===== src/rtl/multifunction_divider32.sv =====
// Multi-cycle radix-2 restoring divider with RISC-V DIV/DIVU/REM/REMU semantics.
// Optional macro DIV_KILL_EN adds a kill input that aborts an in-flight operation.
module multifunction_divider32 #(
  parameter int unsigned WIDTH = 32
) (
  input  logic             clock,
  input  logic             reset,
  input  logic             in_valid,
  output logic             in_ready,
  input  logic [WIDTH-1:0] in_dividend,
  input  logic [WIDTH-1:0] in_divisor,
  input  logic             in_signed,
  output logic             out_valid,
  input  logic             out_ready,
  output logic [WIDTH-1:0] out_quotient,
  output logic [WIDTH-1:0] out_remainder,
  output logic             out_div_by_zero,
  output logic             out_overflow
`ifdef DIV_KILL_EN
  ,
  input  logic             kill
`endif
);

  localparam int unsigned CW = $clog2(WIDTH);

  localparam logic [2:0] IDLE = 3'd0;
  localparam logic [2:0] PREP = 3'd1;
  localparam logic [2:0] ITER = 3'd2;
  localparam logic [2:0] FIX  = 3'd3;
  localparam logic [2:0] DONE = 3'd4;

  localparam logic [WIDTH-1:0] MIN_NEG = {1'b1, {(WIDTH-1){1'b0}}};

  logic [2:0]       state_q, state_d;
  logic [WIDTH-1:0] a_q, a_d;
  logic [WIDTH-1:0] b_q, b_d;
  logic [WIDTH:0]   r_q, r_d;
  logic [CW-1:0]    cnt_q, cnt_d;
  logic             signed_q, signed_d;
  logic             qneg_q, qneg_d;
  logic             rneg_q, rneg_d;
  logic [WIDTH-1:0] quot_q, quot_d;
  logic [WIDTH-1:0] rem_q, rem_d;
  logic             dbz_q, dbz_d;
  logic             ovf_q, ovf_d;

  logic             kill_w;
`ifdef DIV_KILL_EN
  assign kill_w = kill;
`else
  assign kill_w = 1'b0;
`endif

  logic [WIDTH-1:0] mag_a, mag_b;
  logic [WIDTH-1:0] step_q, step_b, q_next;
  logic [WIDTH:0]   step_r, r_shift, trial, r_next;

  assign mag_a = (signed_q && a_q[WIDTH-1]) ? -a_q : a_q;
  assign mag_b = (signed_q && b_q[WIDTH-1]) ? -b_q : b_q;

  // PREP performs the first restoring step on the magnitudes, so ITER needs
  // only WIDTH-1 cycles and the total latency stays at WIDTH+2 edges.
  assign step_r  = (state_q == PREP) ? '0    : r_q;
  assign step_q  = (state_q == PREP) ? mag_a : a_q;
  assign step_b  = (state_q == PREP) ? mag_b : b_q;
  assign r_shift = {step_r[WIDTH-1:0], step_q[WIDTH-1]};
  assign trial   = r_shift - {1'b0, step_b};
  assign r_next  = trial[WIDTH] ? r_shift : trial;
  assign q_next  = {step_q[WIDTH-2:0], ~trial[WIDTH]};

  always_comb begin
    state_d  = state_q;
    a_d      = a_q;
    b_d      = b_q;
    r_d      = r_q;
    cnt_d    = cnt_q;
    signed_d = signed_q;
    qneg_d   = qneg_q;
    rneg_d   = rneg_q;
    quot_d   = quot_q;
    rem_d    = rem_q;
    dbz_d    = dbz_q;
    ovf_d    = ovf_q;
    case (state_q)
      IDLE: begin
        if (in_valid && !kill_w) begin
          a_d      = in_dividend;
          b_d      = in_divisor;
          signed_d = in_signed;
          state_d  = PREP;
        end
      end
      PREP: begin
        qneg_d = signed_q & (a_q[WIDTH-1] ^ b_q[WIDTH-1]);
        rneg_d = signed_q & a_q[WIDTH-1];
        if (b_q == '0) begin
          quot_d  = '1;
          rem_d   = a_q;
          dbz_d   = 1'b1;
          ovf_d   = 1'b0;
          state_d = DONE;
        end else if (signed_q && (a_q == MIN_NEG) && (b_q == '1)) begin
          quot_d  = MIN_NEG;
          rem_d   = '0;
          dbz_d   = 1'b0;
          ovf_d   = 1'b1;
          state_d = DONE;
        end else begin
          dbz_d   = 1'b0;
          ovf_d   = 1'b0;
          r_d     = r_next;
          a_d     = q_next;
          b_d     = mag_b;
          cnt_d   = CW'(1);
          state_d = ITER;
        end
      end
      ITER: begin
        r_d   = r_next;
        a_d   = q_next;
        cnt_d = cnt_q + CW'(1);
        if (cnt_q == CW'(WIDTH-1)) state_d = FIX;
      end
      FIX: begin
        quot_d  = qneg_q ? -a_q : a_q;
        rem_d   = rneg_q ? -r_q[WIDTH-1:0] : r_q[WIDTH-1:0];
        state_d = DONE;
      end
      DONE: begin
        if (out_ready) state_d = IDLE;
      end
      default: state_d = IDLE;
    endcase
    if (kill_w && state_q != IDLE) state_d = IDLE;
  end

  always_ff @(posedge clock or negedge reset) begin
    if (!reset) begin
      state_q  <= IDLE;
      a_q      <= '0;
      b_q      <= '0;
      r_q      <= '0;
      cnt_q    <= '0;
      signed_q <= 1'b0;
      qneg_q   <= 1'b0;
      rneg_q   <= 1'b0;
      quot_q   <= '0;
      rem_q    <= '0;
      dbz_q    <= 1'b0;
      ovf_q    <= 1'b0;
    end else begin
      state_q  <= state_d;
      a_q      <= a_d;
      b_q      <= b_d;
      r_q      <= r_d;
      cnt_q    <= cnt_d;
      signed_q <= signed_d;
      qneg_q   <= qneg_d;
      rneg_q   <= rneg_d;
      quot_q   <= quot_d;
      rem_q    <= rem_d;
      dbz_q    <= dbz_d;
      ovf_q    <= ovf_d;
    end
  end

  assign in_ready        = (state_q == IDLE);
  assign out_valid       = (state_q == DONE);
  assign out_quotient    = quot_q;
  assign out_remainder   = rem_q;
  assign out_div_by_zero = dbz_q;
  assign out_overflow    = ovf_q;

endmodule

===== config.mk =====
export PLATFORM = sky130hd
export DESIGN_NAME = multifunction_divider32
export DESIGN_NICKNAME = d
export VERILOG_FILES = /design/src/rtl/multifunction_divider32.sv
export SDC_FILE = /design/constraint.sdc
export NUM_CORES = 1
export LEC_CHECK = 0
export BUFFER_PORTS_ARGS = -buffer_cell sky130_fd_sc_hd__buf_2
export CAP_MARGIN = 25
export CORE_AREA = 2 2 126 176
export DETAILED_ROUTE_END_ITERATION = 6
export DIE_AREA = 0 0 128 178
export HOLD_SLACK_MARGIN = 0.15
export PLACE_DENSITY = 0.84
export SLEW_MARGIN = 20
export SYNTH_ARGS = -nofsm -noshare
export SYNTH_HDL_FRONTEND = slang
export SYNTH_SLANG_ARGS = --single-unit

===== constraint.sdc =====
create_clock -name clock -period 6.18 [get_ports clock]
set_input_delay 0 -clock clock [delete_from_list [all_inputs] [get_ports clock]]
set_output_delay 0 -clock clock [all_outputs]
set_load 0.01 [all_outputs]

* Word level (Yosys, flattened, before mapping) *
Cells that the tools add are included.

word-level totals
  output and inout port bits = 68
  register bits after elaboration = 173
  memories kept = 0
  ROM bits = 0
  memory bits (writable) = 0
  bits in latches = 0

operators by class
  shift-type cells = 0
  $mul = 0
  muxes and demuxes = 37
  reductions and logical operators = 16
  $lt $le $gt $ge = 0
  bitwise gates (word level) = 4
  add/sub/neg operators = 5
  equal/unequal tests = 13
  div/mod/pow operators = 0

operator list
  kind                  number
  $mux 32               20
  $pmux 32 s2           4
  $neg 32->32           3
  $pmux 32 s3           1
  $eq 32x32->1 const B  2
  $sub 33x32->33        1
  $logic_not 32->1      1
  $mux 3                5
  $pmux 3 s5            1
  $mux 5                2
  $pmux 5 s2            1
  $ne 2x2->1 const B    4
  $reduce_and 4->1      2
  $eq 3x2->1 const B    2
  $reduce_and 3->1      2
  $reduce_bool 2->1     3
  $add 5x1->5 const B   1
  $eq 5x5->1 const B    1
  $logic_and 1x1->1     4
  $reduce_and 2->1      2
  $eq 3x1->1 const B    1
  $eq 3x3->1 const B    1
  $logic_not 3->1       1
  $mux 1                3
  6 further kinds       7

* Depth between registers and ports, before layout *
Gate-level depths: netlist of the first run.

  depth after elaboration = 8
  gate-level depth with buffers = 22
  mapped depth without buffers = 19

* Worst setup path before layout of the first run *
No wires, ideal clock.

  path type = flip-flop to flip-flop
  start = register b_q[4]
  end = register r_q[29]
  arrival time = 4.740 ns
  period minus slack after synthesis = 4.882 ns
  path buffers = 3
  stages on the path, launching flop included = 21
  path slack = 1.298 ns
  setup time = 0.142 ns
  cells stage by stage = dfrtp_1 > or4_4 > or3_1 > buf_6 > nor3_4 > nand2_2 > or3_4 > nor3_2 > nor2_1 > xnor2_1 > ha_1 > a21oi_1 > o21ai_0 > a2111oi_0 > a2bb2oi_1 > o21ai_2 > xnor2_1 > buf_2 > buf_4 > a2bb2oi_1 > o31ai_1

between the ends
  word-level cells in the longest chain between the ends = 8

RTL lines
  element                 RTL line  text
  from (decl)             37        logic [WIDTH-1:0] b_q, b_d;
  from (signal assigned)  142       b_q <= '0;
  from (signal assigned)  155       b_q <= b_d;
  $neg 32->32             60        assign mag_b = (signed_q && b_q[WIDTH-1]) ? -b_q : b_q;
  $mux 32                 60
  $mux 32                 66        assign step_b = (state_q == PREP) ? mag_b : b_q;
  $sub 33x32->33          68        assign trial = r_shift - {1'b0, step_b};
  $mux 32                 69        assign r_next = trial[WIDTH] ? r_shift : trial;
  $mux 32                 103       end else if (signed_q && (a_q == MIN_NEG) && (b_q == '1)) begin
  $mux 32                 97        if (b_q == '0) begin
  $pmux 32 s2             85        case (state_q)
  to (signal assigned)    156       r_q <= r_d;
  to (decl)               38        logic [WIDTH:0] r_q, r_d;

Parallel ways exist; a longest one is shown, timed or not. The select of a mux whose other input is x is not followed.
A chain may end at the register's enable or synchronous reset.

* Final worst setup path of the first run *
  start = register a_q[0]
  end = register r_q[21]

between the ends
  word-level cells in the longest chain between the ends = 8

RTL lines
  element                 RTL line  text
  from (decl)             36        logic [WIDTH-1:0] a_q, a_d;
  from (signal assigned)  141       a_q <= '0;
  from (signal assigned)  154       a_q <= a_d;
  $neg 32->32             59        assign mag_a = (signed_q && a_q[WIDTH-1]) ? -a_q : a_q;
  $mux 32                 59
  $mux 32                 65        assign step_q = (state_q == PREP) ? mag_a : a_q;
  $sub 33x32->33          68
  $mux 32                 69
  $mux 32                 103
  $mux 32                 97
  $pmux 32 s2             85

Parallel ways exist; a longest one is shown, timed or not. The select of a mux whose other input is x is not followed.

==> summary.txt, run 1 <==
Synth
  • Yosys cell types: 72
  • Synthesized flop and latch total: 173
  • Sequential share of the synthesized area: 0.346
  • Synth async-reset ratio: 1.00
  • Top_reg_cell synth: dfrtp_1
  • YS warnings: 0
  • Syn_nets: 1694
  • Post-Syn Area per Cell: 7.90 sq um
  • Synthesized area: around 0.013 sq mm
  • Post-Synthesis Cells: approximately 1600
  • Post-synth EDFFs: 0

STA
  • Setup TNS Final: 0 ns
  • Clock Skew: between 0.01 and 0.015 ns
  • Hold violation count in the final report: 0
  • Slew Viols, Final: 0
  • Setup-failing EPs final: 0
  • Rel. slew slack: 0.316
  • Hold_ws: ~0.22 ns
  • Final period utilization: 0.925
  • Tmin final: 5.72 ns
  • Fmax: 175 MHz
  • Unrepaired setup endpoints after global routing: no
  • Least-Margin Pin Slew: 1.03 ns

Die
  • Initial Util: 0.593
  • Cell row count: 63
  • Die Ht: 178 um
  • Die X: roughly 130 um
  • Die area: 0.0228 sq mm
  • Num ports: between 100 and 150
  • Core area: 0.0211 sq mm

Pwr
  • Gate power share: 0.638
  • Internal power: 4.68 mW
  • Clk network pwr share: 0.110
  • Switching Fraction: 0.504
  • Pleak: 6.27 nW
  • Peak supply drop: 0.440 mV
  • Power Density: 651 mW/mm^2
  • PnR Total Power: 9.45 mW
  • Sequential power share: 0.253
  • NetSw: 4.76 mW

Worst setup path
  • Crit path capture type: flip-flop
  • CP Max Fanout: 29
  • Startpoint types: flip-flop
  • Arrival @ worst endpoint: 6.01 ns
  • Crit Path Class: reg -> reg
  • Reg2Reg Depth: 20
  • CP required: 6.47 ns

Final layout
  • Fin cells: 1981
  • ANT cells: 0
  • FILL cells: 1721
  • Final core occ: 0.687
  • Commonest non-fill, non-tap cell in the layout: nand2_1
  • Layout cells sized above 1: 0.126
  • Most frequent cells in the layout: nand2_1, dfrtp_1, buf_2, o21ai_0, o21ai_1
  • Nets: 1819
  • P&R area growth vs syn: 15.8%

Clock network
  • Clock latency on the worst-skew pair: 0.45 ns
  • # H-tree levels: 4
  • Worst-path clk slew: around 0.06 ns
  • Sink Count: approximately 170
  • CTS root buf: clkbuf_16
  • # resized after CTS: 0
  • TritonCTS Buffers: 17
  • TritonCTS clock tree: built
  • CTS max path bufs: 2

Outcome
  • Failing checks: DRC
  • Status: finished with violations

Routing
  • Detail Route Antenna Nets: 0
  • Vias post-DR: around 12000
  • Routed WL: between 30000 and 40000 um
  • Vias per cell: 6.24
  • DR iter-0 viols: 1160
  • DRC viols: 1
  • Drt first pass iters: 7
  • WL per Instance: 18.5 um

Global route
  • Largest net degree at the start of global routing: 115
  • Met1 Use GR: 0.395
  • M3 GR Usage: 0.0480
  • First-pass GRT wire length: 58900 um
  • Vias in the first global route: 11700
  • Total GRT Usage: 0.325
  • GR Util met2: 0.565
  • Most crowded layer after global routing: met2
  • Antenna violations before repair: 0
  • Congestion Overflow GR: 0

Placed design
  • HPWL after detailed placement: 26000 um
  • IO buf count: between 100 and 150
  • Routability cong.: between 0.9 and 1
  • Placed Cells incl. Taps: 1883

Job
  • Max-Cap Viols: 0

Min path
  • Worst hold path class: in -> async
## synthesized netlist by cell type (all sizes together), types with 3 or more instances
cell type	number	area [sq um]
a211o	3	26.3
a211oi	9	67.6
a21o	18	135
a21oi	70	350
a221o	12	120
a22oi	22	165
a31oi	14	87.6
and2	34	213
and3	10	62.6
buf	27	135
clkbuf	96	360
dfrtp	173	4330
ha	38	475
inv	19	71.3
mux2	3	33.8
mux2i	31	310
nand2	301	1130
nand2b	11	68.8
nand3	31	155
nand4	13	81.3
nand4b	3	26.3
nor2	73	274
nor2b	5	31.3
nor3	35	196
nor3b	4	30.0
nor4	10	90.1
o211ai	6	45.0
o21a	11	82.6
o21ai	241	1210
o21bai	4	30.0
o22ai	9	56.3
o31a	4	35.0
o31ai	32	240
o41ai	4	35.0
or2	9	58.8
or3	26	168
or4	11	86.3
xnor2	73	639
xor2	68	596
## flip-flops by register name, summed over array words and instances, names as in the netlist
signal	flops
out_overflow	1
b_q	32
qneg_q	1
rneg_q	1
cnt_q	5
out_remainder	32
out_div_by_zero	1
r_q	32
signed_q	1
out_quotient	32
state_q	3
a_q	32
## cell families (layout without fill, tap and decap cells)
group                      Yosys count  after routing  share of synthesized area
AOI/OAI and AO/OA                  478            478                      0.228
xor gates and xnor gates           141            141                     0.0986
adders and majority gates           39             39                     0.0396
buffers and inverters              142            277                     0.0453
DFF                                173            173                      0.346
muxes                               34             34                     0.0275
and+or+nand+nor                    579            579                      0.216
## cell type report
cell class | count | area, sq um | share of cell area
flip-flops and latches | 173 | 4330 | 0.298
multi-input cells | 1271 | 7670 | 0.529
well taps | 260 | 325 | 0.0224
inverters | 19 | 71.3 | 0.00492
clock inverters | 7 | 65.1 | 0.00449
repair buffers | 229 | 1560 | 0.108
clock buffers | 22 | 484 | 0.0334
## path summary, 6_finish.rpt
path	slack, ns	from	endpoint
setup / recovery	0.46	a_q[0]$_DFFE_PN0P_	r_q[21]$_DFFE_PN0P_
hold / removal	0.22	reset	out_remainder[6]$_DFFE_PN0P_
setup reg to reg	0.46	a_q[0]$_DFFE_PN0P_	r_q[21]$_DFFE_PN0P_
hold reg to reg	0.47	out_overflow$_DFFE_PN0P_	out_overflow$_DFFE_PN0P_
max in group asynchronous	4.46	reset	b_q[6]$_DFFE_PN0P_
min in group clock	0.26	out_ready	state_q[2]$_DFFE_PN0P_
## power by group through the flow
stage	sequential, mW	combinational [mW]	clock, mW
2_1_floorplan	2.09	4.66	0
3_3_place_gp	2.34	5.68	0
3_5_place_dp	2.37	5.85	0
4_1_cts	2.36	5.94	1.04
5_1_grt	2.46	6.67	1.08
6_report	2.39	6.02	1.04
## routing by layer
metal  part of all wire  up-vias
met4              0.043        0
met2               0.50      559
met1               0.39     5855
met3              0.062      104
met5                  0        -
li1                   -     5845
## through the flow
step / cell area [sq um] / setup slack (ns)
2_1_floorplan: 12500 / 1.30
3_3_place_gp: 13300 / 0.848
3_5_place_dp: 13300 / 0.574
4_1_cts: 14500 / 0.529
5_1_grt: 14500 / 0.0110
6_report: 14500 / 0.464
## critical path: stages (launching register included)
cell and delay [ns]:
dfrtp_1 0.44, or4_1 0.58, nor4_2 0.32, nand3_1 0.23, or4_1 0.49, nor3_1 0.27, o21ai_1 0.16, ha_1 0.25
inv_1 0.07, fa_1 0.26, a211oi_1 0.12, o211ai_1 0.36, a31oi_1 0.21, o221ai_1 0.21, buf_4 0.17, a2bb2oi_1 0.10
o21ai_2 0.33, xnor2_2 0.15, buf_4 0.42, mux2i_1 0.28, o21ai_0 0.12
## timing repair
item	4_1_cts	5_1_grt
hold buffers	68	0
hold endpoints to repair	176	0
setup buffers	0	0
No activity file was read; power rests on OpenSTA's default activity.
==> run 2, diff against run 1 <==
- MAX_ROUTING_LAYER: not set -> met4
- SLEW_MARGIN: 20 -> not set
==> run 2 against run 1 <==
The flow now finishes without violations. Clock power up 9.6%. Combinational power up 0.8%. Worst setup slack better by 0.10 ns. Routed wire length up 2.3%. Hold slack about the same. Utilization up 0.59 points. Sequential power about the same. Fmax up 1.9%. Critical path depth unchanged. First-iteration DRC count up 13%. Critical path type unchanged. Largest cell class unchanged.
==> summary.txt, run 2 (synthesis results as in run 1) <==
Die
  • Core area: 0.0211 sq mm
  • Cell row count: 63
  • Num ports: 137
  • Initial Util: 0.593
  • Die area: 0.0228 sq mm
  • Die Ht: 178 um
  • Die X: roughly 130 um

Clock network
  • CTS max path bufs: 2
  • Worst-path clk slew: 0.07 ns
  • # resized after CTS: 0
  • CTS root buf: clkbuf_16
  • TritonCTS Buffers: 17
  • # H-tree levels: 4
  • Sink Count: around 170
  • Clock latency on the worst-skew pair: about 0.45 ns
  • TritonCTS clock tree: built

Placed design
  • HPWL after detailed placement: 26400 um
  • IO buf count: 136
  • Placed Cells incl. Taps: 1880
  • Placement Cell Area: around 0.013 sq mm
  • Routability cong.: 0.984

Pwr
  • Power Density: 657 mW/mm^2
  • Peak supply drop: 0.424 mV
  • Pleak: 6.32 nW

STA
  • Setup-failing EPs final: 0
  • Fmax: 178 MHz
  • Clock Skew: 0.00933 ns
  • Least-Margin Pin Slew: 1.05 ns
  • Hold violation count in the final report: 0
  • Final period utilization: 0.908
  • Tmin final: 5.61 ns
  • Unrepaired setup endpoints after global routing: no
  • Slew Viols, Final: 0
  • Setup TNS Final: 0 ns
  • Rel. slew slack: 0.298

Worst setup path
  • Reg2Reg Depth: 20
  • CP startpoint: a_q[0]$_DFFE_PN0P_
  • Crit Path Class: reg -> reg
  • Slowest CP cell: or4_1
  • Critical path's largest stage delay: 0.58 ns
  • CP required: roughly 6.5 ns
  • Crit path capture type: flip-flop
  • Arrival @ worst endpoint: 5.91 ns
  • Worst r2r src: a_q[0]$_DFFE_PN0P_
  • Startpoint types: flip-flop
  • CP Max Fanout: 29
  • R2r setup slk: between 0.5 and 0.6 ns
  • Critical R2R Capture: r_q[25]$_DFFE_PN0P_
  • Worst path cell trace: or4_1 > nor4_2 > nand3_1 > or4_1 > nor3_1 > o21ai_1 > ha_1 > inv_1 > fa_1 > a211oi_1 > o211ai_1 > a31oi_1 > o221ai_1 > buf_4 > a2bb2oi_1 > o21ai_2 > xnor2_2 > buf_12 > mux2i_1 > o21ai_1

Final layout
  • FILL cells: 1651
  • Finished Cell Area: 0.0146 sq mm
  • Layout cells sized above 1: 0.126
  • Fin cells: about 2000
  • ANT cells: 0
  • Nets: roughly 1800
  • P&R area growth vs syn: 16.8%
  • Multi-input logic area: 0.00766 sq mm
  • Storage cell area: 0.00433 sq mm
  • Commonest non-fill, non-tap cell in the layout: nand2_1
  • Most frequent cells in the layout: nand2_1, dfrtp_1, buf_2, o21ai_0, o21ai_1

Routing
  • Detail Route Antenna Nets: 0
  • WL per Instance: 18.9 um
  • Vias post-DR: 12500
  • DR iter-0 viols: roughly 1300
  • Vias per cell: between 6 and 7
  • Routed WL: 37500 um
  • Drt first pass iters: 6
  • DRC viols: 0

Global route
  • Vias in the first global route: 11700
  • First-pass GRT wire length: 60100 um
  • Antenna violations before repair: 0
  • Congestion Overflow GR: 0
  • Largest net degree at the start of global routing: 116
  • Total GRT Usage: 0.340

Job
  • Max-Cap Viols: 0

Outcome
  • Status: complete, no violations

Min path
  • Worst hold path class: in -> async
run 2: report_power, final:
group	total, mW	internal (mW)	switching (mW)
sequential	2.41	1.65	0.760
combinational	6.07	2.49	3.58
clock	1.14	0.675	0.464
run 2: how the worst max path moves through the flow:
| stage | end | slack [ns] | cells after the start |
|---|---|---|---|
| 2_1_floorplan | r_q[29]$_DFFE_PN0P_ | 1.30 | 20 |
| 3_3_place_gp | r_q[0]$_DFFE_PN0P_ | 0.79 | 19 |
| 3_5_place_dp | r_q[0]$_DFFE_PN0P_ | 0.63 | 19 |
| 5_1_grt | r_q[0]$_DFFE_PN0P_ | 0.15 | 19 |
| 6_report | r_q[25]$_DFFE_PN0P_ | 0.57 | 20 |
| 4_1_cts | r_q[0]$_DFFE_PN0P_ | 0.59 | 19 |
run 2: layout make-up:
cell class | instances | area share
Sequential cell | 173 | 0.296
Timing Repair Buffer | 230 | 0.112
Clock buffer | 21 | 0.0301
Tap cell | 260 | 0.0222
Inverter | 19 | 0.00488
Clock inverter | 11 | 0.0115
Multi-Input combinational cell | 1271 | 0.524
run 2: per-layer routing:
metal | up-vias | global-route usage | share of wire
li1 | 5836 | - | -
met1 | 5918 | 0.402 | 0.38
met3 | 125 | 0.0444 | 0.062
met2 | 597 | 0.576 | 0.51
met5 | - | - | 0
met4 | 0 | 0.165 | 0.049
run 2: timing repair:
action                                  in CTS  in global routing
setup buffers                                0                  0
endpoints found under the setup margin       0                  0
hold buffers                                68                  0
endpoints found under the hold margin      160                  0
run 2: metrics by stage:
step | utilization | setup slack (ns) | hold slack [ns] | power (mW)
6_report | 0.692 | 0.569 | 0.219 | 9.62
5_1_grt | 0.692 | 0.150 | 0.304 | 10.4
4_1_cts | 0.688 | 0.591 | 0.252 | 9.46
3_5_place_dp | 0.627 | 0.626 | 0.149 | 8.26
3_3_place_gp | 0.627 | 0.791 | 0.154 | 8.09
2_1_floorplan | - | 1.30 | -0.296 | 6.76
run 2: worst max-delay path: cells and delay by family, from the launching register on:
family / cells / cell delay [ns]
AND/OR/NAND/NOR: 5 / 2.15
multiplexers: 1 / 0.26
buffers and inverters: 3 / 0.48
adder cells (fa/ha/maj): 2 / 0.47
flip-flops: 1 / 0.44
XOR/XNOR: 1 / 0.18
AO/OA/AOI/OAI: 8 / 1.47
